==> config.mk <==
export PLATFORM = sky130hd
export DESIGN_NAME = ex_fp_pipe_flat
export DESIGN_NICKNAME = d
export VERILOG_FILES = /design/src/rtl/ex_fp_pipe_if.sv /design/src/rtl/ex_fp_pipe.sv /design/src/flat_wrapper.sv
export SDC_FILE = /design/constraint.sdc
export NUM_CORES = 1
export LEC_CHECK = 0
export BUFFER_PORTS_ARGS = -buffer_cell sky130_fd_sc_hd__buf_4
export CORE_ASPECT_RATIO = 0.7
export CORE_UTILIZATION = 45
export DETAILED_ROUTE_END_ITERATION = 6
export PLACE_DENSITY = 0.71
export SYNTH_ARGS = -nofsm -noshare
export SYNTH_HDL_FRONTEND = slang
export SYNTH_SLANG_ARGS = --single-unit
==> constraint.sdc <==
create_clock -name i_clk -period 15.18 [get_ports i_clk]
set_input_delay 3.036 -clock i_clk [delete_from_list [all_inputs] [get_ports i_clk]]
set_output_delay 3.036 -clock i_clk [all_outputs]
set_load 0.02 [all_outputs]
==> src/rtl/ex_fp_pipe_if.sv <==
// FP execute-stage bus: reservation-station candidate slots in, issue grant
// back to the RS, and the valid/ready writeback channel towards ROB/regfile.
//   slave  : the execute pipe (consumes RS slots + wb_ready, drives the rest)
//   master : the RS / writeback side
// Per-slot fields are flattened, slot i at [i*W +: W].
interface ex_fp_pipe_if #(
    parameter int NUM_RS = 2,
    parameter int DATA_W = 32,
    parameter int TAG_W  = 4,
    parameter int AGE_W  = 4
);
    logic [NUM_RS-1:0]        rs_valid;
    logic [NUM_RS-1:0]        rs_rdy1;
    logic [NUM_RS-1:0]        rs_rdy2;
    logic [NUM_RS*DATA_W-1:0] rs_src1;
    logic [NUM_RS*DATA_W-1:0] rs_src2;
    logic [NUM_RS*5-1:0]      rs_op;
    logic [NUM_RS*5-1:0]      rs_wraddr;
    logic [NUM_RS-1:0]        rs_regwrite;
    logic [NUM_RS*TAG_W-1:0]  rs_tag;
    logic [NUM_RS*AGE_W-1:0]  rs_age;
    logic [NUM_RS-1:0]        rs_issue;
    logic                     wb_valid;
    logic                     wb_ready;
    logic [74:0]              executed_inst;
    logic [TAG_W-1:0]         fp_rob_num;
    logic [DATA_W-1:0]        writedata_fp;
    logic [4:0]               writeaddr_fp;
    logic                     writeen_fp;

    modport master (
        output rs_valid, rs_rdy1, rs_rdy2, rs_src1, rs_src2, rs_op, rs_wraddr,
               rs_regwrite, rs_tag, rs_age, wb_ready,
        input  rs_issue, wb_valid, executed_inst, fp_rob_num, writedata_fp,
               writeaddr_fp, writeen_fp
    );

    modport slave (
        input  rs_valid, rs_rdy1, rs_rdy2, rs_src1, rs_src2, rs_op, rs_wraddr,
               rs_regwrite, rs_tag, rs_age, wb_ready,
        output rs_issue, wb_valid, executed_inst, fp_rob_num, writedata_fp,
               writeaddr_fp, writeen_fp
    );
endinterface

==> src/rtl/ex_fp_pipe.sv <==
// FP execute stage. Picks the oldest fully-ready RS slot (smallest age, ties to
// lowest index), evaluates it in a combinational single-precision core and
// carries the result through LAT register stages with valid/ready back-pressure.
// Ports:
//   i_clk   : clock
//   i_rst   : synchronous active-high reset (wins over flush)
//   i_flush : kill every in-flight op at the next edge, block issue this cycle
//   io_fp   : RS slots, issue grant and writeback channel (ex_fp_pipe_if.slave)
// FP core ops: 0 FADD, 1 FSUB, 2 FABS(a), 3 FNEG(a), others pass a through.
// The adder flushes denormal inputs to zero and truncates shifted-out bits.
module ex_fp_pipe #(
    parameter int NUM_RS = 2,
    parameter int DATA_W = 32,
    parameter int TAG_W  = 4,
    parameter int AGE_W  = 4,
    parameter int LAT    = 3
) (
    input  logic          i_clk,
    input  logic          i_rst,
    input  logic          i_flush,
    ex_fp_pipe_if.slave   io_fp
);
    localparam int SEL_W = (NUM_RS > 1) ? $clog2(NUM_RS) : 1;
    localparam logic [4:0] OP_FADD = 5'd0;
    localparam logic [4:0] OP_FSUB = 5'd1;
    localparam logic [4:0] OP_FABS = 5'd2;
    localparam logic [4:0] OP_FNEG = 5'd3;

    function automatic logic [31:0] fp_core(input logic [31:0] a, input logic [31:0] b,
                                            input logic [4:0] op);
        logic        sa, sb, sl;
        logic [7:0]  el, es;
        logic [24:0] ml, ms, sum;
        logic [4:0]  p;
        logic [31:0] r;
        sa = a[31];
        sb = b[31] ^ (op == OP_FSUB);
        // Larger magnitude goes to the "l" side so subtraction never goes negative.
        if (a[30:0] >= b[30:0]) begin
            sl = sa; el = a[30:23]; es = b[30:23];
            ml = (a[30:23] == 8'd0) ? 25'd0 : {2'b01, a[22:0]};
            ms = (b[30:23] == 8'd0) ? 25'd0 : {2'b01, b[22:0]};
        end else begin
            sl = sb; el = b[30:23]; es = a[30:23];
            ml = (b[30:23] == 8'd0) ? 25'd0 : {2'b01, b[22:0]};
            ms = (a[30:23] == 8'd0) ? 25'd0 : {2'b01, a[22:0]};
        end
        ms = ((el - es) > 8'd24) ? 25'd0 : (ms >> (el - es));
        p  = 5'd0;
        if (sa == sb) begin
            sum = ml + ms;
            if (sum[24])          r = {sl, el + 8'd1, sum[23:1]};
            else if (sum == '0)   r = 32'd0;
            else                  r = {sl, el, sum[22:0]};
        end else begin
            sum = ml - ms;
            if (sum == '0) begin
                r = 32'd0;
            end else begin
                // Renormalise: bring the leading one back to bit 23.
                for (int i = 0; i < 24; i++) if (sum[i]) p = 5'(i);
                sum = sum << (5'd23 - p);
                r   = {sl, el - 8'(5'd23 - p), sum[22:0]};
            end
        end
        case (op)
            OP_FADD, OP_FSUB: fp_core = r;
            OP_FABS:          fp_core = {1'b0, a[30:0]};
            OP_FNEG:          fp_core = {~a[31], a[30:0]};
            default:          fp_core = a;
        endcase
    endfunction

    logic [NUM_RS-1:0]           w_elig;
    logic                        w_found;
    logic [SEL_W-1:0]            w_sel;
    logic [AGE_W-1:0]            w_best;
    logic                        w_issue;
    logic [DATA_W-1:0]           w_core;
    logic [LAT-1:0]              w_acc;

    logic [LAT-1:0]              r_v;
    logic [LAT-1:0][DATA_W-1:0]  r_res;
    logic [LAT-1:0][4:0]         r_wa;
    logic [LAT-1:0]              r_rw;
    logic [LAT-1:0][TAG_W-1:0]   r_tag;

    logic [LAT-1:0]              w_in_v;
    logic [LAT-1:0][DATA_W-1:0]  w_in_res;
    logic [LAT-1:0][4:0]         w_in_wa;
    logic [LAT-1:0]              w_in_rw;
    logic [LAT-1:0][TAG_W-1:0]   w_in_tag;

    assign w_elig = io_fp.rs_valid & io_fp.rs_rdy1 & io_fp.rs_rdy2;

    // Oldest eligible slot; strict '<' keeps the lowest index on equal ages.
    always_comb begin
        w_found = 1'b0;
        w_sel   = '0;
        w_best  = '0;
        for (int i = 0; i < NUM_RS; i++) begin
            if (w_elig[i] && (!w_found || io_fp.rs_age[i*AGE_W +: AGE_W] < w_best)) begin
                w_found = 1'b1;
                w_sel   = SEL_W'(i);
                w_best  = io_fp.rs_age[i*AGE_W +: AGE_W];
            end
        end
    end

    // Stage k can load iff some stage at or after it is empty, or the output drains;
    // this lets bubbles collapse without ever overwriting a held result.
    always_comb begin
        for (int k = 0; k < LAT; k++)
            w_acc[k] = io_fp.wb_ready | ((LAT'(~r_v) >> k) != '0);
    end

    assign w_issue = w_found & w_acc[0] & ~i_flush & ~i_rst;
    assign io_fp.rs_issue = w_issue ? (NUM_RS'(1) << w_sel) : '0;

    assign w_core = DATA_W'(fp_core(32'(io_fp.rs_src1[int'(w_sel)*DATA_W +: DATA_W]),
                                    32'(io_fp.rs_src2[int'(w_sel)*DATA_W +: DATA_W]),
                                    io_fp.rs_op[int'(w_sel)*5 +: 5]));

    // Next-stage inputs: S1 takes the granted op, Sk takes S(k-1).
    always_comb begin
        w_in_v[0]   = w_issue;
        w_in_res[0] = w_core;
        w_in_wa[0]  = io_fp.rs_wraddr[int'(w_sel)*5 +: 5];
        w_in_rw[0]  = io_fp.rs_regwrite[w_sel];
        w_in_tag[0] = io_fp.rs_tag[int'(w_sel)*TAG_W +: TAG_W];
        for (int k = 1; k < LAT; k++) begin
            w_in_v[k]   = r_v[k-1];
            w_in_res[k] = r_res[k-1];
            w_in_wa[k]  = r_wa[k-1];
            w_in_rw[k]  = r_rw[k-1];
            w_in_tag[k] = r_tag[k-1];
        end
    end

    always_ff @(posedge i_clk) begin
        if (i_rst) begin
            r_v   <= '0;
            r_res <= '0;
            r_wa  <= '0;
            r_rw  <= '0;
            r_tag <= '0;
        end else begin
            for (int k = 0; k < LAT; k++) begin
                if (w_acc[k]) begin
                    r_v[k]   <= w_in_v[k];
                    r_res[k] <= w_in_res[k];
                    r_wa[k]  <= w_in_wa[k];
                    r_rw[k]  <= w_in_rw[k];
                    r_tag[k] <= w_in_tag[k];
                end
            end
            // Only valid bits are killed; stale data is harmless behind v=0.
            if (i_flush) r_v <= '0;
        end
    end

    assign io_fp.wb_valid     = r_v[LAT-1];
    assign io_fp.writedata_fp = r_res[LAT-1];
    assign io_fp.writeaddr_fp = r_wa[LAT-1];
    assign io_fp.fp_rob_num   = r_tag[LAT-1];
    assign io_fp.writeen_fp   = r_v[LAT-1] & io_fp.wb_ready & r_rw[LAT-1];
    // Layout: [4:0] wraddr, [36:5] result, [37] 0, [38] regwrite, rest 0.
    assign io_fp.executed_inst = {36'd0, r_rw[LAT-1], 1'b0, 32'(r_res[LAT-1]), r_wa[LAT-1]};
endmodule
==> src/flat_wrapper.sv <==
// flat-port wrapper written by rule: the top's interface ports become plain ports
module ex_fp_pipe_flat 
#(
    parameter int NUM_RS = 2,
    parameter int DATA_W = 32,
    parameter int TAG_W  = 4,
    parameter int AGE_W  = 4,
    parameter int LAT    = 3
)
  (i_clk, i_rst, i_flush, io_fp_rs_valid, io_fp_rs_rdy1, io_fp_rs_rdy2, io_fp_rs_src1, io_fp_rs_src2, io_fp_rs_op, io_fp_rs_wraddr, io_fp_rs_regwrite, io_fp_rs_tag, io_fp_rs_age, io_fp_wb_ready, io_fp_rs_issue, io_fp_wb_valid, io_fp_executed_inst, io_fp_fp_rob_num, io_fp_writedata_fp, io_fp_writeaddr_fp, io_fp_writeen_fp);
  ex_fp_pipe_if #(.NUM_RS(NUM_RS), .DATA_W(DATA_W), .TAG_W(TAG_W), .AGE_W(AGE_W)) io_fp_i ();
  input  logic i_clk;
  input  logic i_rst;
  input  logic i_flush;
  input wire logic [$bits(io_fp_i.rs_valid)-1:0] io_fp_rs_valid;
  input wire logic [$bits(io_fp_i.rs_rdy1)-1:0] io_fp_rs_rdy1;
  input wire logic [$bits(io_fp_i.rs_rdy2)-1:0] io_fp_rs_rdy2;
  input wire logic [$bits(io_fp_i.rs_src1)-1:0] io_fp_rs_src1;
  input wire logic [$bits(io_fp_i.rs_src2)-1:0] io_fp_rs_src2;
  input wire logic [$bits(io_fp_i.rs_op)-1:0] io_fp_rs_op;
  input wire logic [$bits(io_fp_i.rs_wraddr)-1:0] io_fp_rs_wraddr;
  input wire logic [$bits(io_fp_i.rs_regwrite)-1:0] io_fp_rs_regwrite;
  input wire logic [$bits(io_fp_i.rs_tag)-1:0] io_fp_rs_tag;
  input wire logic [$bits(io_fp_i.rs_age)-1:0] io_fp_rs_age;
  input wire logic [$bits(io_fp_i.wb_ready)-1:0] io_fp_wb_ready;
  output wire logic [$bits(io_fp_i.rs_issue)-1:0] io_fp_rs_issue;
  output wire logic [$bits(io_fp_i.wb_valid)-1:0] io_fp_wb_valid;
  output wire logic [$bits(io_fp_i.executed_inst)-1:0] io_fp_executed_inst;
  output wire logic [$bits(io_fp_i.fp_rob_num)-1:0] io_fp_fp_rob_num;
  output wire logic [$bits(io_fp_i.writedata_fp)-1:0] io_fp_writedata_fp;
  output wire logic [$bits(io_fp_i.writeaddr_fp)-1:0] io_fp_writeaddr_fp;
  output wire logic [$bits(io_fp_i.writeen_fp)-1:0] io_fp_writeen_fp;
  assign io_fp_i.rs_valid = io_fp_rs_valid;
  assign io_fp_i.rs_rdy1 = io_fp_rs_rdy1;
  assign io_fp_i.rs_rdy2 = io_fp_rs_rdy2;
  assign io_fp_i.rs_src1 = io_fp_rs_src1;
  assign io_fp_i.rs_src2 = io_fp_rs_src2;
  assign io_fp_i.rs_op = io_fp_rs_op;
  assign io_fp_i.rs_wraddr = io_fp_rs_wraddr;
  assign io_fp_i.rs_regwrite = io_fp_rs_regwrite;
  assign io_fp_i.rs_tag = io_fp_rs_tag;
  assign io_fp_i.rs_age = io_fp_rs_age;
  assign io_fp_i.wb_ready = io_fp_wb_ready;
  assign io_fp_rs_issue = io_fp_i.rs_issue;
  assign io_fp_wb_valid = io_fp_i.wb_valid;
  assign io_fp_executed_inst = io_fp_i.executed_inst;
  assign io_fp_fp_rob_num = io_fp_i.fp_rob_num;
  assign io_fp_writedata_fp = io_fp_i.writedata_fp;
  assign io_fp_writeaddr_fp = io_fp_i.writeaddr_fp;
  assign io_fp_writeen_fp = io_fp_i.writeen_fp;
  ex_fp_pipe #(.NUM_RS(NUM_RS), .DATA_W(DATA_W), .TAG_W(TAG_W), .AGE_W(AGE_W), .LAT(LAT)) u_core (.i_clk(i_clk), .i_rst(i_rst), .i_flush(i_flush), .io_fp(io_fp_i));
endmodule
==> flow_summary_export.csv <==
group,metric,value,unit
place,hpwl,51.8,mm
global_route,grt_overflow,0,
global_route,grt_pass1_wl,98.1,mm
timing,period_share,94.5,%
layout,finish.utilization,52.8,%
logic_synthesis,yosysSeqAreaShare,16.1,%
routing,wl,64.9,mm
layout,area_growth,14.8,%
clock_tree,cts_tree,"yes",
logic_synthesis,ys_warn_count,0,
layout,drive_gt1_share,20.7,%
worst_setup_path,worstPathRequired,15510,ps
logic_synthesis,syn_area,16100,um^2
layout,antenna_cells,0,
global_route,grt_use_total,34.3,%
layout,fill_cells,3424,
die,die_h,160,um
status,status,"complete, no violations",
routing,wl_per_cell,23.0,um
timing,worst_pin_slew,1080,ps
clock_tree,clock_path_buffers,2,
global_route,grt_antenna_before_repair,0,
min_path,hp-class,"reg -> reg",
routing,drtIter0Drc,2195,
worst_setup_path,slowest_delay,790,ps
worst_setup_path,r2r_start,"u_core.r_v[2]",
timing,finalHoldViolations,0,
worst_setup_path,end_kind,"register",
clock_tree,hold_buffers,0,
global_route,busiest_layer,"met1",
logic_synthesis,synth.top_cells.by_count,"nand2_1 (302), a21oi_1 (202), nor2_1 (152), mux2i_1 (137), dfxtp_1 (129)",
logic_synthesis,synth-seq-cells,129,
timing,drv_slew,0,
clock_tree,clk_pin_slew,60,ps
power,power.density,123,nW/um^2
worst_setup_path,worst_setup_path_start_kind,"input port",
power,leakage,0.00789,uW
routing,first_pass_iters,6,
timing,finalCriticalPeriod,14340,ps
power,peakVddDrop,0.0891,mV
place,place_area,17800,um^2
layout,fin_cells,2823,
place,dp_cells,2786,
logic_synthesis,ys.flop_type,"dfxtp_1",
routing,vias,17700,
logic_synthesis,synth_top_area_cell,"dfxtp_1",
die,fp-row-count,57,
logic_synthesis,synthCells,2200,
routing,antenna_left,0,
die,initial_utilization,46.0,%
place,gp_congestion,1.01,
logic_synthesis,synth_most_common_cell,"nand2_1",
global_route,grtUsageMet2,47.5,%
min_path,timing.hold.worst_path_depth,2,
routing,drc_errors,0,
layout,fin_nets,2603,
logic_synthesis,ys_types,110,
clock_tree,clock_latency,430,ps
die,dieArea,36500,um^2
clock_tree,ctsRootBufferMaster,"clkbuf_16",
worst_setup_path,path_class,"in -> reg",
global_route,grt_pass1_vias,16000,
die,die_w,228,um
clock_tree,cts_max_level,4,
timing,setup_violations,0,
worst_setup_path,worstPathMaxFanout,10,
timing,slew_headroom,27.2,%
power,total_power,2270,uW
die,num_io_pins,296,
job,maxCapViolations,0,
logic_synthesis,synth-edff-count,0,
min_path,holdCritStartpoint,"u_core.io_fp.fp_rob_num[3]",
layout,final_cell_area,18400,um^2
logic_synthesis,synth_top_cell_area_share,16.1,%
min_path,holdPathEnd,"u_core.io_fp.fp_rob_num[3]",
worst_setup_path,crit_arrival,14670,ps
global_route,grt_max_degree,88,
worst_setup_path,timing.rr.end,"u_core.r_res[9]",
timing,fmax,0.0697,GHz
timing,rsz0062_at_grt,"no",
global_route,grt_use_met1,53.5,%
worst_setup_path,cp_slowest_cell,"a21oi_2",
place,port_buffers,258,
clock_tree,cts_num_sinks,129,
routing,via_per_inst,6.26,
timing,finalSetupTns,0,ps
worst_setup_path,worstRegToRegCells,8,
worst_setup_path,cp_common_cell,"a21oi_1",
logic_synthesis,synthTopCellsByArea,"dfxtp_1 (16%), mux2i_1 (8.5%), nand2_1 (7.1%), ha_1 (6.7%), a21oi_1 (6.3%)",
clock_tree,cts_buffers,17,
global_route,met3_usage,6.77,%
timing,finalClockSkew,7.40,ps
logic_synthesis,async_reset_ff_share,0,%
die,core_area,34900,um^2
worst_setup_path,rrSetupSlack,11490,ps
logic_synthesis,avgSynthCellArea,7.30,um^2
-- critical path, delay by kind of cell --
| kind | cells | cell delay, ps |
|---|---|---|
| AND/OR/NAND/NOR | 10 | 2670 |
| AO/OA/AOI/OAI | 25 | 6010 |
| buffers and inverters | 4 | 420 |
| adder cells (fa/ha/maj) | 6 | 1800 |
| multiplexers | 1 | 570 |
| XOR/XNOR | 1 | 150 |
-- where the power goes --
group	switching (uW)	internal, uW
registers	15.0	362
clock network	166	228
logic	958	539
-- registers in the layout, indices dropped and copies added (netlist names) --
register and count:
u_core.io_fp.fp_rob_num 4, u_core.io_fp.writeaddr_fp 5, u_core.io_fp.writedata_fp 32, u_core.r_res 64
u_core.r_rw 3, u_core.r_tag 8, u_core.r_v 3, u_core.r_wa 10
-- how the worst max path moves through the flow --
stage                     start               end  slack [ps]  depth (start not counted)
2_1_floorplan  io_fp_rs_rdy2[0]  u_core.r_res[30]         220                         63
3_3_place_gp   io_fp_rs_rdy2[0]  u_core.r_res[30]         540                         48
3_5_place_dp   io_fp_rs_rdy2[0]  u_core.r_res[30]         210                         48
4_1_cts        io_fp_rs_rdy2[0]  u_core.r_res[30]         630                         48
5_1_grt        io_fp_rs_rdy2[0]  u_core.r_res[29]         130                         49
6_report       io_fp_rs_rdy2[0]  u_core.r_res[29]         840                         47
-- cells in the final DEF (no fill, tap or decap), types with 52 or more instances in the layout --
master   Yosys  layout
buf_4      124     337
nand2_1    302     300
a21oi_1    202     201
nor2_1     152     152
mux2i_1    137     137
dfxtp_1    129     129
o21ai_0     96      96
inv_1       86      86
ha_1        86      86
nand3_1     53      53
nor3_1      52      52
-- logic make-up after synthesis --
group	share of synthesized area [%]
buffers and inverters	11.8
muxes	12.1
adders and majority gates	7.38
other	0.0233
DFF	16.1
xor gates and xnor gates	3.10
AOI/OAI and AO/OA	27.9
and+or+nand+nor	21.6
-- what timing repair did --
action / in CTS / in global routing
endpoints found under the setup margin: 0 / 14
endpoints found under the hold margin: 0 / 0
gates resized for setup: 0 / 4
setup buffers: 0 / 4
-- cell type report --
| class | count | area [um^2] | area share [%] |
|---|---|---|---|
| multi-input combinational | 1759 | 11800 | 63.9 |
| timing repair buffer | 339 | 2570 | 13.9 |
| tap | 472 | 591 | 3.20 |
| inverter | 92 | 353 | 1.91 |
| clock buffer | 19 | 433 | 2.35 |
| sequential | 129 | 2580 | 14.0 |
| clock inverter | 13 | 126 | 0.685 |
-- through the flow --
step | hold WS (ps) | setup slack, ps
6_report | 451 | 837
4_1_cts | 454 | 626
2_1_floorplan | 432 | 217
3_3_place_gp | 440 | 545
5_1_grt | 462 | 134
3_5_place_dp | 445 | 211
-- metal layers --
| layer | vias to the layer above | wire length, um |
|---|---|---|
| met1 | 8425 | 31500 |
| met3 | 78 | 6650 |
| met5 | - | 0 |
| li1 | 8129 | - |
| met4 | 0 | 1160 |
| met2 | 1026 | 25500 |
(Power assumes the default switching activity.)
